`src/rtl/conv1d_window_pkg.sv`:
```
// conv1d_window_pkg: shared counter type and small counter helpers for the
// 1-D convolution window builder.
//
// `WIDTH_DATA normally comes from the shared define.v; the guarded fallback
// below only applies when that file has not been compiled ahead of this one.
// Optional feature macro used by this block: CONV1D_WIN_ZERO_PAD_EN.

`ifndef WIDTH_DATA
`define WIDTH_DATA 8
`endif

package conv1d_window_pkg;

  // Counters are as wide as the K/S parameters so any legal K fits.
  localparam int CNT_W = 16;

  typedef logic [CNT_W-1:0] cnt_t;

  // Fill count after one more shift, saturating at the kernel size.
  function automatic cnt_t fill_inc(input cnt_t fill, input cnt_t k);
    return (fill >= k) ? k : fill + cnt_t'(1);
  endfunction

  // Stride phase after one more shift, wrapping at the stride.
  function automatic cnt_t phase_inc(input cnt_t ph, input cnt_t s);
    return ((ph + cnt_t'(1)) >= s) ? '0 : ph + cnt_t'(1);
  endfunction

endpackage

```
`src/rtl/conv1d_win_shreg.sv`:
```
// conv1d_win_shreg: K-deep sample shift register with a flattened parallel
// view. Slot 0 (LSBs) holds the oldest sample, slot K-1 (MSBs) the newest.
// A shift moves every sample down one slot and loads slot K-1 with either
// the incoming sample or zero (zero_ins), which the padding flush uses.

module conv1d_win_shreg #(
  parameter int unsigned K = 15,
  parameter int unsigned W = 8
) (
  input  logic           clk,
  input  logic           rst,
  input  logic           shift_en,
  input  logic           zero_ins,
  input  logic [W-1:0]   din,
  output logic [K*W-1:0] win
);

  logic [W-1:0] slot_in;

  // Select what enters the newest slot: real sample or a padding zero.
  always_comb begin
    slot_in = zero_ins ? '0 : din;
  end

  // Shift the window down by one slot on each enabled cycle.
  always_ff @(posedge clk) begin
    if (rst) begin
      win <= '0;
    end else if (shift_en) begin
      win <= {slot_in, win[K*W-1:W]};
    end
  end

endmodule

```
`src/rtl/conv1d_window.sv`:
```
// conv1d_window: turns a framed sample stream into K-sample windows for a
// downstream conv1d, emitting one window every S shifts once the window is
// full, plus a forced tail window (out_last) on the final shift of a frame.
//
// Handshake: a beat transfers on a rising edge where valid && ready are both
// high; the source holds valid and payload stable until that edge, and ready
// never depends on the source's valid.
//
// Optional feature macro: CONV1D_WIN_ZERO_PAD_EN ("same" padding, P=(K-1)/2
// zeros before and after every frame, with a FLUSH state for the trailing
// zeros). Without it the FLUSH state and padding logic are not built.

`ifndef WIDTH_DATA
`define WIDTH_DATA 8
`endif

module conv1d_window
  import conv1d_window_pkg::*;
#(
  parameter logic [15:0] K = 16'd15,
  parameter logic [15:0] S = 16'd1
) (
  input  logic                      clk,
  input  logic                      rst,
  input  logic                      in_valid,
  output logic                      in_ready,
  input  logic [`WIDTH_DATA-1:0]    in_data,
  input  logic                      in_last,
  output logic                      out_valid,
  input  logic                      out_ready,
  output logic [K*`WIDTH_DATA-1:0]  out_data,
  output logic                      out_last,
  output logic                      frame_err
);

  localparam int unsigned KI = 32'(K);
  localparam int unsigned W  = `WIDTH_DATA;

  cnt_t fill;
  cnt_t phase;
  cnt_t fill_after;
  cnt_t phase_after;

  logic out_free;     // output register is empty or being taken this cycle
  logic accept;       // input beat transfers this cycle
  logic shift;        // window shifts this cycle (sample or padding zero)
  logic zero_ins;     // the shift inserts a zero instead of in_data
  logic final_shift;  // this shift is the last one of the frame
  logic full_after;   // window holds K frame samples after this shift
  logic emit;         // load a new window into the output register

  assign out_free = !out_valid || out_ready;

`ifdef CONV1D_WIN_ZERO_PAD_EN
  localparam cnt_t P          = (K - 16'd1) >> 1;
  localparam cnt_t FILL_START = P;

  localparam logic ST_RUN_ENC   = 1'b0;
  localparam logic ST_FLUSH_ENC = 1'b1;

  typedef enum logic {
    ST_RUN   = ST_RUN_ENC,
    ST_FLUSH = ST_FLUSH_ENC
  } state_t;

  state_t state;
  cnt_t   flush_cnt;
  logic   flush_shift;

  // Input is blocked while trailing zeros are pushed; a flush shift takes
  // the same slot an input beat would have taken.
  always_comb begin
    in_ready    = out_free && (state == ST_RUN);
    accept      = in_valid && in_ready;
    flush_shift = (state == ST_FLUSH) && out_free;
    shift       = accept || flush_shift;
    zero_ins    = flush_shift;
    final_shift = flush_shift && (flush_cnt == P - cnt_t'(1));
  end

  // RUN -> FLUSH on the accepted last sample, back to RUN after P zeros.
  always_ff @(posedge clk) begin
    if (rst) begin
      state     <= ST_RUN;
      flush_cnt <= '0;
    end else begin
      case (state)
        ST_RUN: begin
          if (accept && in_last) begin
            state     <= ST_FLUSH;
            flush_cnt <= '0;
          end
        end
        ST_FLUSH: begin
          if (flush_shift) begin
            flush_cnt <= flush_cnt + cnt_t'(1);
            if (final_shift) begin
              state <= ST_RUN;
            end
          end
        end
        default: begin
          state <= ST_RUN;
        end
      endcase
    end
  end
`else
  localparam cnt_t FILL_START = '0;

  // Without padding the accepted in_last beat is the final shift.
  always_comb begin
    in_ready    = out_free;
    accept      = in_valid && in_ready;
    shift       = accept;
    zero_ins    = 1'b0;
    final_shift = accept && in_last;
  end
`endif

  // Post-shift fill/phase and the emit decision, including the tail rule.
  always_comb begin
    fill_after  = fill_inc(fill, K);
    full_after  = (fill_after == K);
    // Phase stays 0 until the window first fills, so the first full
    // window always emits; afterwards it counts shifts modulo S.
    phase_after = (fill == K) ? phase_inc(phase, S) : '0;
    emit        = shift && full_after && ((phase_after == '0) || final_shift);
  end

  // Fill and phase counters; both restart after the final shift of a frame.
  always_ff @(posedge clk) begin
    if (rst) begin
      fill  <= FILL_START;
      phase <= '0;
    end else if (shift) begin
      if (final_shift) begin
        fill  <= FILL_START;
        phase <= '0;
      end else begin
        fill  <= fill_after;
        phase <= phase_after;
      end
    end
  end

  // Output valid/last register and the short-frame error pulse.
  always_ff @(posedge clk) begin
    if (rst) begin
      out_valid <= 1'b0;
      out_last  <= 1'b0;
      frame_err <= 1'b0;
    end else begin
      frame_err <= final_shift && !full_after;
      if (emit) begin
        out_valid <= 1'b1;
        out_last  <= final_shift;
      end else if (out_ready) begin
        out_valid <= 1'b0;
        out_last  <= 1'b0;
      end
    end
  end

  // The shift register itself is the output data register: shifts only
  // happen while the output is free, so a pending window never moves.
  conv1d_win_shreg #(
    .K (KI),
    .W (W)
  ) u_shreg (
    .clk      (clk),
    .rst      (rst),
    .shift_en (shift),
    .zero_ins (zero_ins),
    .din      (in_data),
    .win      (out_data)
  );

endmodule

```
`config.mk`:
```
export PLATFORM = sky130hd
export DESIGN_NAME = conv1d_window
export DESIGN_NICKNAME = d
export VERILOG_FILES = /design/src/rtl/conv1d_window_pkg.sv /design/src/rtl/conv1d_win_shreg.sv /design/src/rtl/conv1d_window.sv
export SDC_FILE = /design/constraint.sdc
export NUM_CORES = 1
export LEC_CHECK = 0
export CELL_PAD_IN_SITES_DETAIL_PLACEMENT = 0
export CELL_PAD_IN_SITES_GLOBAL_PLACEMENT = 1
export CORE_MARGIN = 5
export CORE_UTILIZATION = 32
export CTS_CLUSTER_DIAMETER = 100
export CTS_CLUSTER_SIZE = 16
export DETAILED_ROUTE_END_ITERATION = 10
export PLACE_DENSITY = 0.71
export SYNTH_ARGS = -nofsm -noshare
export SYNTH_HDL_FRONTEND = slang
export SYNTH_SLANG_ARGS = --single-unit
```
`constraint.sdc`:
```
create_clock -name clk -period 1.9 [get_ports clk]
set_input_delay 0.38 -clock clk [delete_from_list [all_inputs] [get_ports clk]]
set_output_delay 0.38 -clock clk [all_outputs]
set_load 0.05 [all_outputs]
```
## Word-level counts from Yosys, hierarchy flattened

Cells that the tools add are included.

| storage, ports and cells | value |
|---|---|
| bits in registers | 155 |
| input port bits | 13 |
| output and inout port bits | 124 |

| cells by class | value |
|---|---|
| add/subtract/negate cells | 2 |
| $lt $le $gt $ge | 2 |
| equality and inequality tests | 2 |
| muxes and demuxes | 8 |
| reductions and logical operators | 11 |

Operator list:

| cell | count |
|---|---|
| $mux 16 | 5 |
| $add 16x1->16 const B | 2 |
| $eq 16x4->1 const B | 2 |
| $ge 16x1->1 const B | 1 |
| $ge 16x4->1 const B | 1 |
| $logic_not 16->1 | 1 |
| $logic_and 1x1->1 | 5 |
| $mux 1 | 3 |
| $logic_not 1->1 | 2 |
| $logic_or 1x1->1 | 2 |
| $reduce_bool 2->1 | 1 |

## Depth between registers and ports, before layout

Gate-level depths: netlist (run 1).

| depth | value |
|---|---|
| depth after elaboration | 8 |
| depth in mapped cells | 7 |

## Hierarchy

A second synthesis (run 1) with hierarchy kept.

| second synthesis, totals | value |
|---|---|
| cells, all modules | 568 |
| area total of the unflattened synthesis | 5864.4 um^2 |

Modules (own cells, without submodules):

| module | times used | cells an instance | area each (um^2) | sequential area each (um^2) |
|---|---|---|---|---|
| conv1d_win_shreg | 1 | 395 | 4331.7 | 2402.3 |
| conv1d_window | 1 | 173 | 1532.7 | 700.7 |

## Worst setup path after synthesis (run 1)

Ideal clock, no wire load.

| timing path | value |
|---|---|
| path kind | reg2reg |
| start point | reg out_valid |
| end point | reg u_shreg.win[29] |
| arrival | 2.117 ns |
| data required time | 1.829 ns |
| path slack | -0.288 ns |
| cell stages (with the launch flop) | 7 |
| path buffers | 2 |
| period minus slack after synthesis | 2.188 ns |
| cells stage by stage | dfxtp_1 > nand2b_1 > nand2_1 > clkbuf_1 > clkbuf_1 > nand2_1 > a21oi_1 |

| on the way | value |
|---|---|
| word-level cells in the longest chain between the ends | 3 |

RTL lines:

| element | RTL line | RTL |
|---|---|---|
| start, declared | conv1d_window.sv:29 | `output logic out_valid,` |
| start signal, assigned | conv1d_window.sv:150 | `out_valid <= 1'b0;` |
| start signal, assigned | conv1d_window.sv:156 | `out_valid <= 1'b1;` |
| start signal, assigned | conv1d_window.sv:159 | `out_valid <= 1'b0;` |
| $logic_not 1->1 | conv1d_window.sv:52 | `assign out_free = !out_valid \|\| out_ready;` |
| $logic_or 1x1->1 | conv1d_window.sv:52 |  |
| via in_ready | conv1d_window.sv:26 | `output logic in_ready,` |
| $logic_and 1x1->1 | conv1d_window.sv:114 | `accept = in_valid && in_ready;` |
| end signal, assigned | conv1d_win_shreg.sv:30 | `win <= {slot_in, win[K*W-1:W]};` |
| end, declared | conv1d_win_shreg.sv:15 | `output logic [K*W-1:0] win` |

The timed path passes the listed nets, and every way through them passes these cells.
A chain may end at the register's enable or synchronous reset.

## Final worst setup path (run 1)

| timing path | value |
|---|---|
| start point | reg fill[14] |
| end point | reg out_valid |

| on the way | value |
|---|---|
| word-level cells in the longest chain between the ends | 6 |
| elaborated cells on any way between the ends | 12 |
| those cells by class | add/sub: 1; order compare: 1; eq/ne: 2; mux: 3; reduce/logical: 5 |

RTL lines:

| element | RTL line | RTL |
|---|---|---|
| start, declared | conv1d_window.sv:39 | `cnt_t fill;` |
| start signal, assigned | conv1d_window.sv:141 | `fill <= fill_after;` |
| $add 16x1->16 (tied with other cells) | conv1d_window_pkg.sv:21 | `return (fill >= k) ? k : fill + cnt_t'(1);` |
| $mux 16 (on tied branches) | conv1d_window_pkg.sv:21, conv1d_window.sv:127 |  |
| $eq 16x4->1 or $logic_not 16->1 (tied branches) | conv1d_window.sv:124, conv1d_window.sv:128 |  |
| $logic_and 1x1->1 or $logic_or 1x1->1 (tied branches) | conv1d_window.sv:128 | `emit = shift && full_after && ((phase_after == '0) \|\| final_shift);` |
| $logic_and 1x1->1 (*) | conv1d_window.sv:128 |  |
| $mux 1 or $reduce_bool 2->1 (tied branches) | n/a |  |

Mark *: on every way between the ends. The rest lies on a longest branch, timed or not.

==> results by group, run 1 <==
Power
  • LEAKAGE: 3.168 nW
  • P per Cell Area: 900.3 nW/um^2
  • Maximum vdd ir drop: between 0.5 and 0.6 mV

Layout
  • Final-stage net count: around 840
  • Share of layout cells above drive strength 1: 22.53%
  • Core Util, Final: a little under half
  • Highest-count cells in the layout ignoring fill and taps: 246 x nand2_1, 151 x dfxtp_1, 123 x buf_4
  • ANT cells: 0
  • Commonest non-fill, non-tap cell in the layout: nand2_1
  • Area grow syn2layout: 38.98%
  • Post-route insts no fill: around 1,100

Global route
  • Gr ovfl total: 0
  • First-pass GRT wire length: around 25 mm
  • GRT Total Usage: between 10% and 20%
  • GRT Max-Usage Layer: met2
  • Met2 Use GR: approximately a quarter
  • Initial antenna violation count: 0
  • Number of global-route vias before repair: ~4,900
  • GR Layer Usage met3: 6.640%
  • Largest net degree at the start of global routing: between 50 and 60
  • Grt met1 use: about a fifth

Clock tree
  • Skew-Pair Late Insertion Delay: between 0.4 and 0.5 ns
  • H-tree levels: 4
  • Clock Pin Slew Worst Setup and Hold Paths: 0.06 ns
  • Clk buf depth: 2
  • Post-CTS Hold Buffers: 0
  • Total CTS buffers: 17
  • Postcts setup bufs: 0
  • CTS tree: done
  • CTS Sinks: ~160
  • Root Buffer: clkbuf_16

Synthesis
  • Netlist cell types: 37
  • Synth warn: 0
  • Largest family of logic cells by synthesized area: simple AND/OR/NAND/NOR gates
  • Area leader, netlist: dfxtp_1
  • XOR/XNOR Fraction of Synth Area: less than 1%
  • Post-synthesis sequential area ratio: 55.78%
  • Cell count after synthesis: 682
  • Simple logic cell fraction of the synthesized area: 24.65%
  • Ys async rst share: 0%
  • Synth Register Bits: about 160
  • Compound-Gate Fraction of Synth Area: between 10% and 20%
  • Syn Area/Cell: approximately 8.2 sq um
  • Largest cells by area after synthesis: dfxtp_1 56%, nand2_1 17%, a21oi_1 11%, clkbuf_1 3.2%, and3_1 3.1%
  • Adder-cell area share of the yosys netlist: less than 1%
  • Synth Net Count: 699
  • Post-synth top area share: between 50% and 60%
  • Mapped Area: around 5600 sq um
  • Number of synthesized flops with an enable pin: 0
  • Mux share of post-synthesis cell area: less than 1%
  • Most used DFF post-synth: dfxtp_1

Run status
  • Status: complete, but fails checks
  • Violated checks: negative setup slack

Drt
  • DRC errors left: 0
  • Vias/cell: approximately 4.7
  • Drt wl/cell: between 10 and 15 um
  • Drt first pass iters: 4
  • Total number of vias: ~5,000
  • Drt total wl: 15.47 mm
  • Final antenna-violating net count: 0
  • Initial DRC Count: between 300 and 400

Timing
  • Achievable frequency: 0.5079 GHz
  • Period utilization: 103.6%
  • Minimum clock period: 1.969 ns
  • RSZ-0062 raised after global routing: true
  • Slew margin rel.: about two thirds
  • Worst Skew: between 0.008 and 0.009 ns
  • Final Hold Viols: 0
  • Slew @ Worst Pin: between 0.4 and 0.5 ns
  • Slew Viols, Final: 0
  • Final number of setup-violating endpoints: 4
  • Post-route worst setup slack: -0.06895 ns

Floorplan
  • Chip height: roughly 140 um
  • Chip Width: around 140 um
  • Num ports: 137
  • Core area: 17,180 sq um
  • DIE AREA: 20,120 sq um
  • Initial core utilization: about a third
  • Row count: 48

Place
  • Pre-CTS WS: -0.2187 ns
  • PortBufs: 136
  • HPWL after DPL: approximately 10 mm
  • GP Congestion: approximately 0.77
  • Dpl cells: just over 1,000

Critical path
  • CP Data Arrival Time: 2.25 ns
  • Slowest CP cell: or4_4
  • CP max FO: 4
  • CP peak stage delay: between 0.5 and 0.6 ns
  • Critical Path, Cell by Cell: or4_4, nor3_4, nand4_1, a2111o_1, nor4_4, a311oi_1
  • Critical path capture point type: register
  • Crit Path Class: register to register
  • CP required: 2.18 ns
  • Startpoint types: register

Hold path
  • Min-delay worst type: input pin to register

Job
  • Max-cap violations: 0
==> flip-flops by register name, summed over array words and instances (netlist names) <==
name         flops
u_shreg.win    120
frame_err        1
fill            16
out_last         1
phase           16
out_valid        1
==> cell usage after synthesis (4+ instances only) <==
| library cell | n |
|---|---|
| a21oi_1 | 125 |
| a31oi_1 | 5 |
| and3_1 | 28 |
| clkbuf_1 | 47 |
| dfxtp_1 | 155 |
| ha_1 | 4 |
| inv_1 | 7 |
| nand2_1 | 248 |
| nand3_1 | 7 |
| nor2_1 | 9 |
| nor3_1 | 7 |
==> worst max-delay path: cells and delay by family, from the launching register on <==
kind            cells  cell delay, ns
compound gates      2            0.47
flops               1            0.30
simple gates        4            1.06
==> layer usage <==
| metal | up-vias | routed length, um | part of all wire, % |
|---|---|---|---|
| met5 | - | 0 | 0 |
| met4 | 0 | 146 | 0.94 |
| met3 | 11 | 1223 | 7.9 |
| met2 | 117 | 7338 | 47 |
| met1 | 2352 | 6760 | 44 |
| li1 | 2522 | - | - |
==> per-stage QoR <==
step | area (sq um) | hold WS [ns] | total power, mW | setup TNS, ns
after floorplan | 5595 | 0.4434 | 3.573 | -0.06241
after global placement | 7129 | 0.4436 | 3.714 | -0.6867
after detailed placement | 7129 | 0.4469 | 3.718 | -0.7370
after CTS | 7691 | 0.2898 | 7.056 | -0.2415
after global routing | 7731 | 0.2955 | 7.240 | -0.8479
final | 7731 | 0.2866 | 6.960 | -0.1692
==> area by class of cell <==
| type | count | area, sq um |
|---|---|---|
| inverter | 7 | 26.28 |
| clock buffer | 22 | 484.2 |
| fill | 1747 | 9445 |
| clock inverter | 8 | 92.59 |
| timing repair buffer | 165 | 1400 |
| tap | 225 | 281.5 |
| multi-input combinational | 473 | 2338 |
| sequential | 155 | 3108 |
==> cell families (layout without fill, tap and decap cells) <==
family | after synthesis | after routing
simple gates | 317 | 317
flops | 155 | 155
compound gates | 145 | 145
buf+inv | 54 | 202
xor+xnor | 6 | 6
fa+ha+maj | 4 | 4
mux | 1 | 1
==> repair_timing <==
item	CTS	global route
pin swaps	3	14
cloned	0	0
endpoints found under the setup margin	25	8
resized for setup	23	10
==> report_power, final <==
| part | internal [mW] | leakage, nW | switching, mW | total (mW) |
|---|---|---|---|---|
| Combinational | 0.101 | 1.63 | 0.254 | 0.355 |
| Sequential | 3.27 | 1.25 | 0.0165 | 3.29 |
| Clock | 2.05 | 0.287 | 1.27 | 3.32 |
| Total | 5.42 | 3.17 | 1.54 | 6.96 |
==> final timing paths <==
path | startpoint | end | slack, ns | cells after the start
setup / recovery | fill[14] | out_valid | -0.07 | 6
hold / removal | rst | u_shreg.win[39] | 0.29 | 2
setup reg to reg | fill[14] | out_valid | -0.07 | 6
hold reg to reg | u_shreg.win[6] | u_shreg.win[6] | 0.45 | 2
No activity file was read; power rests on OpenSTA's default activity.
==> run 2, diff against run 1 <==
--- a/config.mk
+++ b/config.mk
@@ -16,3 +16,4 @@
 export SYNTH_ARGS = -nofsm -noshare
 export SYNTH_HDL_FRONTEND = slang
 export SYNTH_SLANG_ARGS = --single-unit
+export TNS_END_PERCENT = 10
==> run 2 against run 1 <==
  * The run still ends with negative setup slack left
  * Die area unchanged
  * Wire length decreased by 1.0%
  * Critical path depth unchanged
  * Sequential power about the same
  * Via count increased by 0.20%
  * Sequential share of layout area decreased by 0.26 points
  * Clock skew decreased by 0.0017 ns
  * Cell count about the same
  * Critical path type unchanged
==> results by group, run 2 (synthesized netlist as in run 1, its figures left out) <==
Run status
  • Status: complete, but fails checks
  • Violated checks: negative setup slack

Global route
  • Initial antenna violation count: 0 (unchanged)
  • GRT Total Usage: 15.22% (about the same)
  • Met2 Use GR: 24.29% (-0.17 points)
  • Gr ovfl total: 0 (unchanged)
  • Largest net degree at the start of global routing: 99 (+83%)
  • Number of global-route vias before repair: 4,832 (-0.70%)
  • GRT Max-Usage Layer: met2
  • First-pass GRT wire length: 24.72 mm (-0.22%)
  • GR Layer Usage met3: 6.909% (+0.27 points)
  • Grt met1 use: 18.72% (-0.11 points)

Critical path
  • Startpoint types: register
  • Critical path capture point type: register
  • Reg2Reg Setup Slack: -0.11 ns (-0.04 ns)
  • CP required: 2.17 ns (about the same)
  • CP max FO: 4 (unchanged)
  • Crit Reg-Reg Endpoint: out_valid
  • CP Data Arrival Time: 2.28 ns (+0.03 ns)
  • Setup crit end: out_valid
  • Reg-to-reg startpoint: fill[14]
  • Worst setup path startpoint: fill[14]
  • Worst r2r path cells: 6 (unchanged)
  • Crit Path Class: register to register

Timing
  • Achievable frequency: 0.4982 GHz (-1.9%)
  • Minimum clock period: 2.007 ns (+0.03840 ns)
  • Slew margin rel.: 66.96% (about the same)
  • Final Hold Viols: 0 (unchanged)
  • RSZ-0062 raised after global routing: true
  • Period utilization: 105.7% (+2.0 points)
  • Post-route worst setup slack: -0.1074 ns (-0.03840 ns)
  • TNS Setup: -0.2220 ns (-0.05275 ns)
  • Final number of setup-violating endpoints: 4 (unchanged)
  • Slew @ Worst Pin: 0.4976 ns (+0.0001470 ns)
  • Fin Hold WS: 0.4534 ns (+0.1668 ns)
  • Worst Skew: 0.007250 ns (-0.001651 ns)
  • Slew Viols, Final: 0 (unchanged)

Floorplan
  • Initial core utilization: 32.39% (unchanged)
  • Chip Width: 141.8 um (unchanged)
  • Core area: 17,180 sq um (unchanged)
  • Row count: 48 (unchanged)
  • Num ports: 137 (unchanged)
  • Chip height: 141.8 um (unchanged)
  • DIE AREA: 20,120 sq um (unchanged)

Layout
  • Final-stage net count: 836 (unchanged)
  • Register with the most flip-flops: u_shreg.win
  • Highest-count cells in the layout ignoring fill and taps: 247 x nand2_1, 154 x dfxtp_1, 125 x a21oi_1
  • Area grow syn2layout: 39.70%
  • Max reg flops: 120 (unchanged)
  • Share of layout cells above drive strength 1: 21.42% (-1.1 points)
  • Post-route insts no fill: 1,056 (+0.095%)
  • Core Util, Final: 45.24% (+0.23 points)
  • ANT cells: 0 (unchanged)
  • Largest regs: u_shreg.win: 120 flops, fill: 16 flops, phase: 16 flops
  • Commonest non-fill, non-tap cell in the layout: nand2_1

Place
  • Pre-CTS WS: -0.1838 ns (+0.03493 ns)
  • PortBufs: 136 (unchanged)
  • GP Congestion: 0.7834 (+1.2%)
  • HPWL after DPL: 10.50 mm (+0.33%)
  • Dpl cells: 1,025 (unchanged)

Power
  • LEAKAGE: 3.195 nW (+0.84%)
  • P per Cell Area: 951.5 nW/um^2 (+5.7%)
  • Maximum vdd ir drop: 0.6080 mV (+2.2%)

Drt
  • Drt total wl: 15.31 mm (-1.0%)
  • DRC errors left: 0 (unchanged)
  • Drt first pass iters: 4 (unchanged)
  • Total number of vias: 5,012 (+0.20%)
  • Initial DRC Count: 265 (-13%)
  • Vias/cell: 4.746 (+0.11%)
  • Drt wl/cell: 14.50 um (-1.1%)
  • Final antenna-violating net count: 0 (unchanged)

Clock tree
  • Root Buffer: clkbuf_16
  • Total CTS buffers: 17 (unchanged)
  • H-tree levels: 4 (unchanged)
  • Clock Pin Slew Worst Setup and Hold Paths: 0.06 ns (about the same)
  • Postcts setup bufs: 0 (unchanged)
  • Clk buf depth: 2 (unchanged)
  • CTS Sinks: 155 (unchanged)
  • Post-CTS Hold Buffers: 0 (unchanged)
  • Skew-Pair Late Insertion Delay: 0.41 ns (about the same)
  • CTS tree: done

Job
  • Max-cap violations: 0 (unchanged)

Hold path
  • Min-delay worst type: register to register
==> run 2: changes by cell type in the layout (fill, tap and decap cells not counted), moves of 2 or more <==
cell | before | now
a21oi_1 | 122 | 125
clkinv_4 | 0 | 3
a211oi_1 | 0 | 2
a211oi_2 | 2 | 0
buf_6 | 2 | 0
dfxtp_2 | 4 | 1
clkinv_2 | 5 | 1
bufinv_16 | 2 | 5
dfxtp_1 | 151 | 154
a21oi_2 | 3 | 0
==> run 2: worst min-delay path by stage <==
stage / from / end / slack, ns / depth (start not counted)
floorplan: fill[8] / fill[8] / 0.44 / 1
global placement: u_shreg.win[7] / u_shreg.win[7] / 0.44 / 2
detailed placement: u_shreg.win[4] / u_shreg.win[4] / 0.45 / 2
CTS: u_shreg.win[4] / u_shreg.win[4] / 0.46 / 2
global route: u_shreg.win[46] / u_shreg.win[38] / 0.48 / 2
finish: u_shreg.win[1] / u_shreg.win[1] / 0.45 / 2
==> run 2: final cells by class <==
type                            instances  area, sq um
Tap cell                              225        281.5
Timing Repair Buffer                  165         1405
Sequential cell                       155         3104
Inverter                                7        26.28
Clock buffer                           21        470.5
Clock inverter                         10        188.9
Fill cell                            1770         9405
Multi-Input combinational cell        473         2295
==> run 2: worst max-delay path, cell delays in order, from the launching register on <==
cell and delay [ns]:
dfxtp_1 0.31, or4_4 0.54, nor3_2 0.18, nand4_1 0.12, a2111o_1 0.33, nor4_4 0.23, a311oi_1 0.16
==> run 2: stage by stage <==
step | cell area (sq um) | total power, mW
after global placement | 7129 | 3.717
after CTS | 7771 | 7.505
after detailed placement | 7129 | 3.722
after global routing | 7771 | 7.676
final | 7771 | 7.394
after floorplan | 5583 | 3.573
==> run 2: repair_timing <==
action                     4_1_cts  5_1_grt
gates cloned                     0        0
setup endpoints to repair       25        7
pin swaps                        2        1
resized for setup               22        0
==> run 2: report_power, final <==
group          total, mW  internal (mW)  switching (mW)
combinational      0.354          0.104           0.250
clock               3.75           2.44            1.32
sequential          3.29           3.27          0.0173
total               7.39           5.81            1.58
==> run 2: routing by layer <==
layer  part of all wire [%]  up-vias
met2                     48      122
li1                       -     2531
met1                     43     2352
met5                      0        -
met3                    7.9        7
met4                   0.61        0
==> run 3, diff against run 2 <==
--- a/config.mk
+++ b/config.mk
@@ -7,7 +7,7 @@
 export LEC_CHECK = 0
 export CELL_PAD_IN_SITES_DETAIL_PLACEMENT = 0
 export CELL_PAD_IN_SITES_GLOBAL_PLACEMENT = 1
-export CORE_MARGIN = 5
+export CORE_MARGIN = 3
 export CORE_UTILIZATION = 32
 export CTS_CLUSTER_DIAMETER = 100
 export CTS_CLUSTER_SIZE = 16
==> run 3 against run 2 <==
  * The run still ends with negative setup slack left
  * Setup slack better by 0.012 ns
  * Total power is 5.4% lower
  * Non-clock buffer count is 4 lower
  * Clock power is 10% lower
  * Critical endpoint unchanged
  * Largest cell class unchanged
  * Largest power group unchanged
==> results by group, run 3 (synthesized netlist as in run 1, its figures left out) <==
Run status
  • Status: complete, but fails checks
  • Violated checks: negative setup slack

Layout
  • Fill count: 1,651 (-6.7%)
  • Highest-count cells in the layout ignoring fill and taps: 246 x nand2_1, 152 x dfxtp_1, 125 x a21oi_1
  • ANT cells: 0 (unchanged)
  • Post-route insts no fill: 1,046 (-0.95%)
  • Area grow syn2layout: 37.52%
  • Final-stage net count: 832 (-0.48%)
  • Max reg flops: 120 (unchanged)
  • Largest regs: u_shreg.win: 120 flops, fill: 16 flops, phase: 16 flops
  • Register with the most flip-flops: u_shreg.win
  • Share of layout cells above drive strength 1: 19.98% (-1.4 points)
  • Final instance area: 7650 sq um (-1.6%)
  • Commonest non-fill, non-tap cell in the layout: nand2_1

Clock tree
  • Root Buffer: clkbuf_16
  • CTS tree: done
  • Clock Pin Slew Worst Setup and Hold Paths: 0.06 ns (about the same)
  • Clk buf depth: 2 (unchanged)
  • Total CTS buffers: 17 (unchanged)
  • H-tree levels: 4 (unchanged)
  • Postcts setup bufs: 0 (unchanged)
  • CTS Sinks: 155 (unchanged)
  • Skew-Pair Late Insertion Delay: 0.41 ns (about the same)

Floorplan
  • Row count: 47 (-2.1%)
  • Chip Width: 137.8 um (-2.8%)
  • Core area: 16,820 sq um (-2.1%)
  • Num ports: 137 (unchanged)
  • Initial core utilization: 33.08% (+0.69 points)
  • Chip height: 137.8 um (-2.8%)
  • DIE AREA: 19,000 sq um (-5.6%)

Power
  • LEAKAGE: 3.164 nW (-0.98%)
  • PnR Total Power: 6.997 mW (-5.4%)
  • P per Cell Area: 914.6 nW/um^2 (-3.9%)
  • Maximum vdd ir drop: 0.6772 mV (+11%)

Critical path
  • Crit Path Class: register to register
  • CP delay by family, top: compound AO/OA/AOI/OAI gates
  • CP required: 2.18 ns (about the same)
  • CP Data Arrival Time: 2.27 ns (about the same)
  • CP Buf/Inv Count: 1 (+1)
  • Critical path capture point type: register
  • CP max FO: 5 (+1)
  • Worst r2r path cells: 8 (+2)
  • Critical Path, Cell by Cell: ha_2, nand3_2, buf_4, xor2_1, nand4_1, a2111o_1, nor4_4, a311oi_1
  • CP peak stage delay: 0.37 ns (-0.17 ns)
  • Levels on crit path: 8 (+2)
  • Startpoint types: register
  • Slowest CP cell: dfxtp_1

Job
  • Max-cap violations: 0 (unchanged)

Timing
  • Slew margin rel.: 51.73% (-15 points)
  • Post-route worst setup slack: -0.09520 ns (+0.01215 ns)
  • Period utilization: 105.0% (-0.64 points)
  • RSZ-0062 raised after global routing: true
  • Final number of setup-violating endpoints: 4 (unchanged)
  • Minimum clock period: 1.995 ns (-0.01215 ns)
  • Achievable frequency: 0.5012 GHz (+0.61%)
  • Slew @ Worst Pin: 0.7240 ns (+0.2264 ns)
  • Worst Skew: 0.005929 ns (-0.001320 ns)
  • Slew Viols, Final: 0 (unchanged)
  • Final Hold Viols: 0 (unchanged)
  • Fin Hold WS: 0.1995 ns (-0.2539 ns)
  • TNS Setup: -0.2530 ns (-0.03102 ns)

Global route
  • Largest net degree at the start of global routing: 68 (-31%)
  • Grt met1 use: 19.70% (+0.98 points)
  • Initial antenna violation count: 0 (unchanged)
  • Gr ovfl total: 0 (unchanged)
  • Met2 Use GR: 23.86% (-0.43 points)
  • First-pass GRT wire length: 23.38 mm (-5.4%)
  • Number of global-route vias before repair: 4,591 (-5.0%)
  • GR Layer Usage met3: 5.844% (-1.1 points)
  • GRT Total Usage: 15.46% (+0.24 points)
  • GRT Max-Usage Layer: met2

Place
  • PortBufs: 136 (unchanged)
  • GP Congestion: 0.8592 (+9.7%)
  • HPWL after DPL: 10.11 mm (-3.7%)
  • Post-DP Area: 7083 sq um (-0.65%)
  • Dpl cells: 1,016 (-0.88%)

Drt
  • Drt first pass iters: 5 (+1)
  • Initial DRC Count: 302 (+14%)
  • Total number of vias: 5,011 (-0.020%)
  • Drt total wl: 14.89 mm (-2.7%)
  • Drt wl/cell: 14.24 um (-1.8%)
  • DRC errors left: 0 (unchanged)
  • Vias/cell: 4.791 (+0.94%)
  • Final antenna-violating net count: 0 (unchanged)

Hold path
  • Hold depth: 2 (unchanged)
  • Min-delay worst type: input pin to register
-- run 3: cell count changes in the layout (fill, tap and decap cells not counted), moves of 3 or more --
cell	delta
buf_12	-3
buf_4	-12
dlygate4sd2_1	+11
bufinv_16	-3
-- run 3: area by class of cell --
class / count / area (sq um) / area share [%]
clock buffer: 24 / 501.7 / 6.559
clock inverter: 6 / 86.33 / 1.129
inverter: 7 / 26.28 / 0.3435
multi-input combinational: 473 / 2302 / 30.09
sequential: 155 / 3107 / 40.61
tap: 220 / 275.3 / 3.598
timing repair buffer: 161 / 1351 / 17.66
-- run 3: through the flow --
stage | setup WS, ns | utilization [%]
2_1_floorplan | -0.07535 | -
3_3_place_gp | -0.09329 | 42.11
3_5_place_dp | -0.1164 | 42.11
4_1_cts | -0.09979 | 45.37
5_1_grt | -0.2250 | 45.48
6_report | -0.09520 | 45.48
-- run 3: path summary, 6_finish.rpt --
kind / start / endpoint / slack [ns]
max: phase[0] / out_valid / -0.1
min: rst / out_valid / 0.20
max reg2reg: phase[0] / out_valid / -0.1
min reg2reg: u_shreg.win[0] / u_shreg.win[0] / 0.45
-- run 3: power breakdown --
group          leakage (nW)  switching [mW]  internal, mW  total (mW)
Combinational          1.62           0.247        0.0955       0.342
Sequential             1.25          0.0181          3.27        3.29
Clock                 0.288            1.27          2.09        3.36
Total                  3.16            1.53          5.46        7.00
-- run 3: repair_timing --
action	in CTS	in global routing
cloned	0	0
setup endpoints to repair	36	9
hold buffers	0	0
pin swaps	3	2
resized for setup	32	5
-- run 3: routing by layer --
metal,share of wire [%],vias to the layer above
met5,0,-
met4,1.1,0
met3,8.1,13
met2,45,128
met1,45,2349
li1,-,2521
